<file path="config.mk">
export PLATFORM = sky130hd
export DESIGN_NAME = gpio_debounce_flat
export DESIGN_NICKNAME = d
export VERILOG_FILES = /design/src/rtl/gpio_debounce_pkg.sv /design/src/rtl/gpio_debounce_if.sv /design/src/rtl/gpio_debounce_bit.sv /design/src/rtl/gpio_debounce.sv /design/src/flat_wrapper.sv
export SDC_FILE = /design/constraint.sdc
export NUM_CORES = 2
export LEC_CHECK = 0
export ABC_CLOCK_PERIOD_IN_PS = 5000
export BUFFER_PORTS_ARGS = -buffer_cell sky130_fd_sc_hd__buf_2
export CAP_MARGIN = 25
export CORE_ASPECT_RATIO = 2
export CORE_MARGIN = 3
export CORE_UTILIZATION = 50
export CTS_CLUSTER_SIZE = 20
export DETAILED_ROUTE_END_ITERATION = 8
export GPL_ROUTABILITY_DRIVEN = 0
export PLACE_DENSITY = 0.66
export SYNTH_ARGS = -nofsm -noshare
export SYNTH_HDL_FRONTEND = slang
export SYNTH_SLANG_ARGS = --single-unit
</file>
<file path="constraint.sdc">
create_clock -name sys_clk -period 5 [get_ports sys_clk]
set_clock_uncertainty 0.1 [all_clocks]
set_input_delay 0.25 -clock sys_clk [delete_from_list [all_inputs] [get_ports sys_clk]]
set_output_delay 0.25 -clock sys_clk [all_outputs]
set_load 0.01 [all_outputs]
</file>
<file path="src/rtl/gpio_debounce_pkg.sv">
// Shared types and helpers for the GPIO input debounce slice.
package gpio_debounce_pkg;

  localparam int DEF_CNT_W = 16;

  typedef enum logic {
    DB_STABLE  = 1'b0,
    DB_QUALIFY = 1'b1
  } db_state_e;

  // A programmed threshold of zero behaves exactly like one.
  function automatic logic [31:0] neff(input logic [31:0] n);
    return (n == 32'd0) ? 32'd1 : n;
  endfunction

endpackage

</file>
<file path="src/rtl/gpio_debounce_if.sv">
// Pin/config inputs and filtered/event outputs of the debounce block.
interface gpio_debounce_if
  import gpio_debounce_pkg::*;
#(
  parameter int WIDTH = 32,
  parameter int CNT_W = DEF_CNT_W
);

  logic [WIDTH-1:0] pin_in;
  logic [CNT_W-1:0] debounce_cycles;
  logic [WIDTH-1:0] filt_out;
  logic [WIDTH-1:0] rise_pulse;
  logic [WIDTH-1:0] fall_pulse;
  logic             any_edge;

  modport master (
    output pin_in, debounce_cycles,
    input  filt_out, rise_pulse, fall_pulse, any_edge
  );

  modport slave (
    input  pin_in, debounce_cycles,
    output filt_out, rise_pulse, fall_pulse, any_edge
  );

endinterface

</file>
<file path="src/rtl/gpio_debounce_bit.sv">
// One GPIO bit: two-flop synchroniser, consecutive-sample qualifier and edge pulses.
module gpio_debounce_bit
  import gpio_debounce_pkg::*;
#(
  parameter int   CNT_W   = DEF_CNT_W,
  parameter logic RST_VAL = 1'b0
) (
  input  logic             sys_clk,
  input  logic             rst_n,
  input  logic             pin_in,
  input  logic [CNT_W-1:0] debounce_cycles,
  output logic             filt,
  output logic             rise_pulse,
  output logic             fall_pulse,
  output logic             commit
);

  logic             sync0;
  logic             sync1;
  db_state_e        state;
  db_state_e        state_nxt;
  logic [CNT_W-1:0] cnt;
  logic [CNT_W-1:0] cnt_nxt;
  logic             mismatch;
  logic             at_thresh;

  // Stage 0/1: metastability synchroniser
  always_ff @(posedge sys_clk or negedge rst_n) begin
    if (!rst_n) begin
      sync0 <= RST_VAL;
      sync1 <= RST_VAL;
    end else begin
      sync0 <= pin_in;
      sync1 <= sync0;
    end
  end

  assign mismatch  = (sync1 != filt);
  // Live threshold: lowering it mid-qualification commits on the next mismatch.
  assign at_thresh = ((32'(cnt) + 32'd1) >= neff(32'(debounce_cycles)));

  always_comb begin
    state_nxt = state;
    cnt_nxt   = cnt;
    commit    = 1'b0;
    unique case (state)
      DB_STABLE: begin
        if (mismatch) begin
          if (at_thresh) begin
            commit = 1'b1;
          end else begin
            state_nxt = DB_QUALIFY;
            cnt_nxt   = CNT_W'(1);
          end
        end
      end
      DB_QUALIFY: begin
        if (!mismatch) begin
          state_nxt = DB_STABLE;
          cnt_nxt   = '0;
        end else if (at_thresh) begin
          commit    = 1'b1;
          state_nxt = DB_STABLE;
          cnt_nxt   = '0;
        end else begin
          cnt_nxt = cnt + CNT_W'(1);
        end
      end
      default: begin
        state_nxt = DB_STABLE;
        cnt_nxt   = '0;
      end
    endcase
  end

  // Stage 2: qualifier state, filtered level and one-cycle event pulses
  always_ff @(posedge sys_clk or negedge rst_n) begin
    if (!rst_n) begin
      state      <= DB_STABLE;
      cnt        <= '0;
      filt       <= RST_VAL;
      rise_pulse <= 1'b0;
      fall_pulse <= 1'b0;
    end else begin
      state      <= state_nxt;
      cnt        <= cnt_nxt;
      rise_pulse <= commit & sync1;
      fall_pulse <= commit & ~sync1;
      if (commit) begin
        filt <= sync1;
      end
    end
  end

endmodule

</file>
<file path="src/rtl/gpio_debounce.sv">
// GPIO input conditioning: per-bit debounce instances plus a combined edge flag.
module gpio_debounce
  import gpio_debounce_pkg::*;
#(
  parameter int               WIDTH   = 32,
  parameter int               CNT_W   = DEF_CNT_W,
  parameter logic [WIDTH-1:0] RST_VAL = '0
) (
  input  logic          sys_clk,
  input  logic          rst_n,
  gpio_debounce_if.slave bus
);

  logic [WIDTH-1:0] filt_v;
  logic [WIDTH-1:0] rise_v;
  logic [WIDTH-1:0] fall_v;
  logic [WIDTH-1:0] commit_v;
  logic             any_edge_q;

  for (genvar i = 0; i < WIDTH; i++) begin : g_bit
    gpio_debounce_bit #(
      .CNT_W   (CNT_W),
      .RST_VAL (RST_VAL[i])
    ) u_bit (
      .sys_clk         (sys_clk),
      .rst_n           (rst_n),
      .pin_in          (bus.pin_in[i]),
      .debounce_cycles (bus.debounce_cycles),
      .filt            (filt_v[i]),
      .rise_pulse      (rise_v[i]),
      .fall_pulse      (fall_v[i]),
      .commit          (commit_v[i])
    );
  end

  // Stage 2: registered alongside the pulses, from the same commit strobes
  always_ff @(posedge sys_clk or negedge rst_n) begin
    if (!rst_n) begin
      any_edge_q <= 1'b0;
    end else begin
      any_edge_q <= |commit_v;
    end
  end

  assign bus.filt_out   = filt_v;
  assign bus.rise_pulse = rise_v;
  assign bus.fall_pulse = fall_v;
  assign bus.any_edge   = any_edge_q;

endmodule

</file>
<file path="src/flat_wrapper.sv">
// flat-port wrapper written by rule: the top's interface ports become plain ports
module gpio_debounce_flat import gpio_debounce_pkg::*;
#(
  parameter int               WIDTH   = 32,
  parameter int               CNT_W   = DEF_CNT_W,
  parameter logic [WIDTH-1:0] RST_VAL = '0
)
  (sys_clk, rst_n, bus_pin_in, bus_debounce_cycles, bus_filt_out, bus_rise_pulse, bus_fall_pulse, bus_any_edge);
  gpio_debounce_if #(.WIDTH(WIDTH), .CNT_W(CNT_W)) bus_i ();
  input  logic sys_clk;
  input  logic rst_n;
  input wire logic [$bits(bus_i.pin_in)-1:0] bus_pin_in;
  input wire logic [$bits(bus_i.debounce_cycles)-1:0] bus_debounce_cycles;
  output wire logic [$bits(bus_i.filt_out)-1:0] bus_filt_out;
  output wire logic [$bits(bus_i.rise_pulse)-1:0] bus_rise_pulse;
  output wire logic [$bits(bus_i.fall_pulse)-1:0] bus_fall_pulse;
  output wire logic [$bits(bus_i.any_edge)-1:0] bus_any_edge;
  assign bus_i.pin_in = bus_pin_in;
  assign bus_i.debounce_cycles = bus_debounce_cycles;
  assign bus_filt_out = bus_i.filt_out;
  assign bus_rise_pulse = bus_i.rise_pulse;
  assign bus_fall_pulse = bus_i.fall_pulse;
  assign bus_any_edge = bus_i.any_edge;
  gpio_debounce #(.WIDTH(WIDTH), .CNT_W(CNT_W), .RST_VAL(RST_VAL)) u_core (.sys_clk(sys_clk), .rst_n(rst_n), .bus(bus_i));
endmodule
</file>
; Word-level counts from Yosys, hierarchy flattened
; Cells that the tools add are included.
[classes]
n_addsub = 64
order_cmp = 32
n_eq_ne = 96
muxes = 289
bitwise_logic = 128
n_reduce_logical = 34
[ops]
columns = operator, count
row1 = $mux 16, 129
row2 = $pmux 16 s2, 32
row3 = $add 16x1->17 const B, 32
row4 = $ge 17x32->1, 17
row5 = $add 16x1->16 const B, 32
row6 = $ge 17x16->1, 15
row7 = $mux 1, 128
row8 = $ne 2x2->1 const B, 64
row9 = $and 1x1->1, 64
row10 = $not 1->1, 64
row11 = $reduce_and 2->1, 32
row12 = $ne 1x1->1, 32
row13 = $reduce_or 32->1, 1
row14 = $logic_not 16->1, 1
[word_totals]
ff_bits = 705
elab_cells = 868

; Longest topological paths before layout
[logic_depth]
depth_word = 6
ltp_mapped = 20

; Cells and area by module
; Synthesis repeated with hierarchy kept, for this count alone.
[unflattened]
cells_unflattened = 6071
hier_area_um2 = 52645.5
[by_module_without_submodules]
columns = module, instances, cells_each, area_per_inst_um2, seq_area_each_um2
row1 = gpio_debounce_bit (u_core.g_bit[0].u_bit ...), 31, 190, 1642.8, 550.5
row2 = gpio_debounce_bit (u_core.g_bit[9].u_bit), 1, 169, 1617.8, 550.5
row3 = gpio_debounce, 1, 12, 100.1, 25.0

; Least setup slack after synthesis
; No wires, ideal clock.
[synth_path]
path_type = register -> register
startpoint = register u_core.g_bit[5].u_bit.cnt[2]
endpoint = register u_core.g_bit[5].u_bit.cnt[11]
setup_time_ps = 110
arrival_time_ps = 3819
required_ps = 4790
setup_slack_ps = 970
path_stages_with_launch = 21
synth_period_minus_slack_ps = 4030
cell_sequence = dfrtp_1 -> and3_1 -> and3_1 -> clkbuf_1 -> nand3_1 -> nor2_1 -> nand3_1 -> nor2_1 -> xnor2_1 -> inv_1 -> ha_1 -> nand4_1 -> or4_1 -> a2111o_1 -> nor4b_4 -> and2_1 -> buf_4 -> nor2_2 -> buf_2 -> o21ai_0 -> o41ai_1
[synth_via]
elab_chain_len = 5
elab_cells_between_ends = 8
[synth_rtl]
columns = element, line_no
row1 = "start, declared", gpio_debounce_bit.sv:22  ; logic [CNT_W-1:0] cnt;
row2 = "start signal, assigned", gpio_debounce_bit.sv:86  ; cnt <= cnt_nxt;
row3 = $add 16x1->17, gpio_debounce_bit.sv:40  ; assign at_thresh = ((32'(cnt) + 32'd1) >= neff(32'(debounce_cycles)));
row4 = $ge 17x16->1, gpio_debounce_bit.sv:40
row5 = $mux 16, gpio_debounce_bit.sv:61  ; end else if (at_thresh) begin
row6 = $mux 16, gpio_debounce_bit.sv:58  ; if (!mismatch) begin
row7 = $pmux 16 s2, gpio_debounce_bit.sv:46  ; unique case (state)
; Parallel ways exist; a longest one is shown, timed or not.
; A chain may end at the register's enable or synchronous reset.

; Worst setup path after layout
[layout_path]
startpoint = register u_core.g_bit[9].u_bit.cnt[0]
endpoint = register u_core.any_edge_q (netlist: u_core.bus.any_edge)
[layout_via]
elab_chain_len = 5
[layout_rtl]
columns = element, line_no
row1 = "start, declared", gpio_debounce_bit.sv:22
row2 = "start signal, assigned", gpio_debounce_bit.sv:86
row3 = $add 16x1->17, gpio_debounce_bit.sv:40
row4 = $ge 17x16->1, gpio_debounce_bit.sv:40
row5 = $mux 1, "gpio_debounce_bit.sv:49, gpio_debounce_bit.sv:61"
row6 = $mux 1, "gpio_debounce_bit.sv:48, gpio_debounce_bit.sv:58"
row7 = $reduce_or 32->1, gpio_debounce.sv:41  ; any_edge_q <= |commit_v;
row8 = "end signal, assigned", gpio_debounce.sv:41
row9 = "end, declared", gpio_debounce.sv:18  ; logic any_edge_q;
; Every way passes these cells.

==> flow_summary_export.csv <==
group,metric,value,unit
status,status,"finished, final reports clean",
finish,area_delta_synth_final,9.85,%
clocking,path_clk_slew,0.07,ns
finish,fin_cells,6242,
floorplan,die_area,0.0978,mm2
floorplan,io_pins,147,
power,clkPwrFrac,45.3,%
detailed_routing,routed_wl,129000,um
grt,antenna_found_initial,3,
grt,grt_pass1_wl,204000,um
logic_synthesis,syn_nets,5427,
sta,rsz0062_at_grt,"false",
clocking,htree_levels,3,
floorplan,fp-row-count,158,
sta,worst_pin_slew,1.04,ns
detailed_routing,route.detailed.drc,0,
detailed_routing,vias,37700,
detailed_routing,antenna_left,0,
placed_design,port_buffers,146,
logic_synthesis,synth_area_leaders,"dfrtp_1 38%, ha_1 14%, xnor2_1 5.3%, a22o_1 4.9%, xor2_1 3.6%",
placed_design,placedCellCount,6075,
power,irDropWorstVdd,0.285,mV
critical_path,r2r_cells,17,
sta,hold_viol,0,
clocking,cts_sinks,705,
critical_path,cp_max_fo,5,
clocking,clk_latency,0.67,ns
power,powerDensity,261,mW/mm2
critical_path,cp.required,5.40,ns
floorplan,start_util,50.5,%
logic_synthesis,seq_area_frac_synth,37.6,%
clocking,tritoncts,"done",
sta,slew_headroom,30.8,%
floorplan,die_x,223,um
clocking,cts-root-buf,"clkbuf_16",
power,p_sw_share,26.3,%
sta,setup_viol,0,
placed_design,dp_hpwl,91100,um
detailed_routing,drt_iter0_drc,2286,
run,drv_cap,0,
critical_path,arrival,5.04,ns
logic_synthesis,synth_edf_count,0,
power,internal_power,9.91,mW
clocking,cts_setup_buffers,0,
sta,min_period,4.64,ns
grt,grt_remaining_overflow,0,
power,p_seq_share,44.4,%
grt,grt_usage,26.0,%
finish,final_nets,5542,
sta,finalMaxSlewViolations,0,
power,switchingPower,3.54,mW
critical_path,rrSetupSlack,0.36,ns
min_path,hp-class,"input pin to asynchronous set/reset pin",
logic_synthesis,syn_avg_cell_area,9.64,um2
logic_synthesis,yosysUniqueCellTypes,94,
detailed_routing,firstDrtPassIters,7,
finish,drive_gt1_share,9.38,%
critical_path,endpoint_kind,"flip-flop",
critical_path,crit_path_start_kind,"flip-flop",
logic_synthesis,synthCells,4870,
logic_synthesis,ys_warn_count,0,
clocking,cts_buffers,72,
logic_synthesis,synth_area,0.0469,mm2
sta,fmax,0.216,GHz
sta,fin_tns_setup,0,ns
logic_synthesis,yosys_register_bits,705,
logic_synthesis,synth_top_cell_area_share,37.6,%
floorplan,dieHeight,439,um
grt,first_global_vias,37800,
floorplan,core_area,0.0929,mm2
logic_synthesis,synth_top_cell_by_area,"dfrtp_1",
detailed_routing,via_per_inst,6.04,
sta,post-route-period-util,92.8,%
grt,grt_max_degree,131,
power,combPwrFrac,10.2,%
critical_path,critical_path_class,"flip-flop to flip-flop",
power,p_leak,25.5,nW
detailed_routing,wl_per_cell,20.6,um
clocking,clk_path_buf_depth,3,
logic_synthesis,synthFlopType,"dfrtp_1",
logic_synthesis,synth-async-reset-ratio,100,%
through the flow:
step	util (%)	hold slack [ns]	total power, mW	setup slack [ns]	cell area [um2]
floorplan	-	-0.146	6.86	0.970	46900
global placement	52.3	0.232	7.40	0.109	48600
detailed placement	52.3	0.236	7.43	0.149	48600
CTS	55.5	0.0619	13.6	0.0838	51500
global route	55.5	0.0965	14.0	0.00324	51600
finish	55.5	0.121	13.4	0.361	51600
power groups by stage:
stage / clock network, mW / logic (mW) / registers [mW]
floorplan: 0 / 0.829 / 6.03
global placement: 0 / 1.32 / 6.07
detailed placement: 0 / 1.35 / 6.08
CTS: 6.25 / 1.38 / 5.97
global route: 6.46 / 1.55 / 5.99
finish: 6.10 / 1.38 / 5.98
cells in the final DEF (no fill, tap or decap), types with 41 or more instances in the layout:
master / synthesis / routed
dfrtp_1: 705 / 705
ha_1: 507 / 507
nand2_1: 405 / 405
nand3_1: 319 / 319
xnor2_1: 285 / 285
nor2_1: 280 / 280
a22o_1: 263 / 263
o21ai_0: 253 / 252
xor2_1: 191 / 191
a21oi_1: 170 / 170
buf_2: 49 / 145
inv_1: 149 / 136
nand4_1: 122 / 122
and3_1: 114 / 114
a21o_1: 91 / 91
buf_4: 105 / 79
clkbuf_16: 0 / 77
nor3b_1: 74 / 74
nand2b_1: 64 / 64
o31ai_1: 52 / 52
and4_1: 48 / 48
nor3_1: 47 / 47
nor2b_1: 46 / 46
and2_1: 41 / 41
synthesized netlist by cell type (47+ instances only):
master    count
dfrtp_1     705
ha_1        507
nand2_1     405
nand3_1     319
xnor2_1     285
nor2_1      280
a22o_1      263
o21ai_0     253
xor2_1      191
a21oi_1     170
inv_1       149
nand4_1     122
and3_1      114
buf_4       105
a21o_1       91
nor3b_1      74
clkbuf_1     65
nand2b_1     64
o31ai_1      52
buf_2        49
and4_1       48
nor3_1       47
per-layer routing:
layer / routed length (um) / global-route usage, % / share of wire [%] / vias to the layer above
li1: - / - / - / 17900
met1: 51100 / 30.3 / 40 / 18600
met2: 65100 / 46.7 / 51 / 889
met3: 6080 / 4.03 / 4.7 / 317
met4: 6460 / 12.2 / 5.0 / 0
met5: 0 / 0 / 0 / -
timing repair:
action	4_1_cts	5_1_grt
endpoints found under the hold margin	118	0
setup endpoints to repair	0	7
hold buffers	33	0
gates resized for setup	0	2
layout make-up:
type,instances,area (um2)
fillers,8276,41300
multi-input cells,3786,27400
flip-flops and latches,705,17600
clock buffers,93,2070
repair buffers,266,1820
well taps,1200,1500
inverters,154,578
clock inverters,36,537
diodes,2,5.00
worst max-delay path, stage by stage (launching register included):
cell,delay [ns]
dfrtp_1,0.44
ha_1,0.27
nand3_1,0.19
nor3_1,0.22
buf_4,0.17
and3_1,0.20
nand3_1,0.17
nor2_1,0.15
xor2_1,0.23
ha_1,0.28
nand2_1,0.06
o21ai_0,0.08
a21oi_1,0.14
o211ai_1,0.17
o21ai_1,0.53
o2111ai_1,0.52
nor4_1,0.40
nand4_1,0.13
final timing paths:
path / to / start
max: u_core.bus.any_edge$_DFF_PN0_ / u_core.g_bit[9].u_bit.cnt[0]$_DFFE_PN0P_
min: u_core.g_bit[10].u_bit.cnt[3]$_DFFE_PN0P_ / rst_n
max reg2reg: u_core.bus.any_edge$_DFF_PN0_ / u_core.g_bit[9].u_bit.cnt[0]$_DFFE_PN0P_
min reg2reg: u_core.g_bit[13].u_bit.sync1$_DFF_PN0_ / u_core.g_bit[13].u_bit.sync0$_DFF_PN0_
max in group asynchronous: u_core.g_bit[26].u_bit.cnt[10]$_DFFE_PN0P_ / rst_n
min in group sys_clk: u_core.g_bit[31].u_bit.sync0$_DFF_PN0_ / bus_pin_in[31]
sequential cells by signal (all words and copies together) (netlist names):
signal,flops
u_core.g_bit.u_bit.state,32
u_core.g_bit.u_bit.sync0,32
u_core.g_bit.u_bit.rise_pulse,32
u_core.g_bit.u_bit.sync1,32
u_core.g_bit.u_bit.fall_pulse,32
u_core.bus.any_edge,1
u_core.g_bit.u_bit.filt,32
u_core.g_bit.u_bit.cnt,512
kinds of logic (layout without fill, tap and decap cells):
group	Yosys count	count (layout)	synth area share, %
simple gates	1692	1692	19.0
compound gates	1042	1042	15.4
flops	705	705	37.6
fa+ha+maj	523	523	13.9
xor+xnor	477	477	8.93
buf+inv	379	549	4.05
mux	52	52	1.20
other cells	0	2	0
Note: power is estimated with default switching activity, not from simulation.
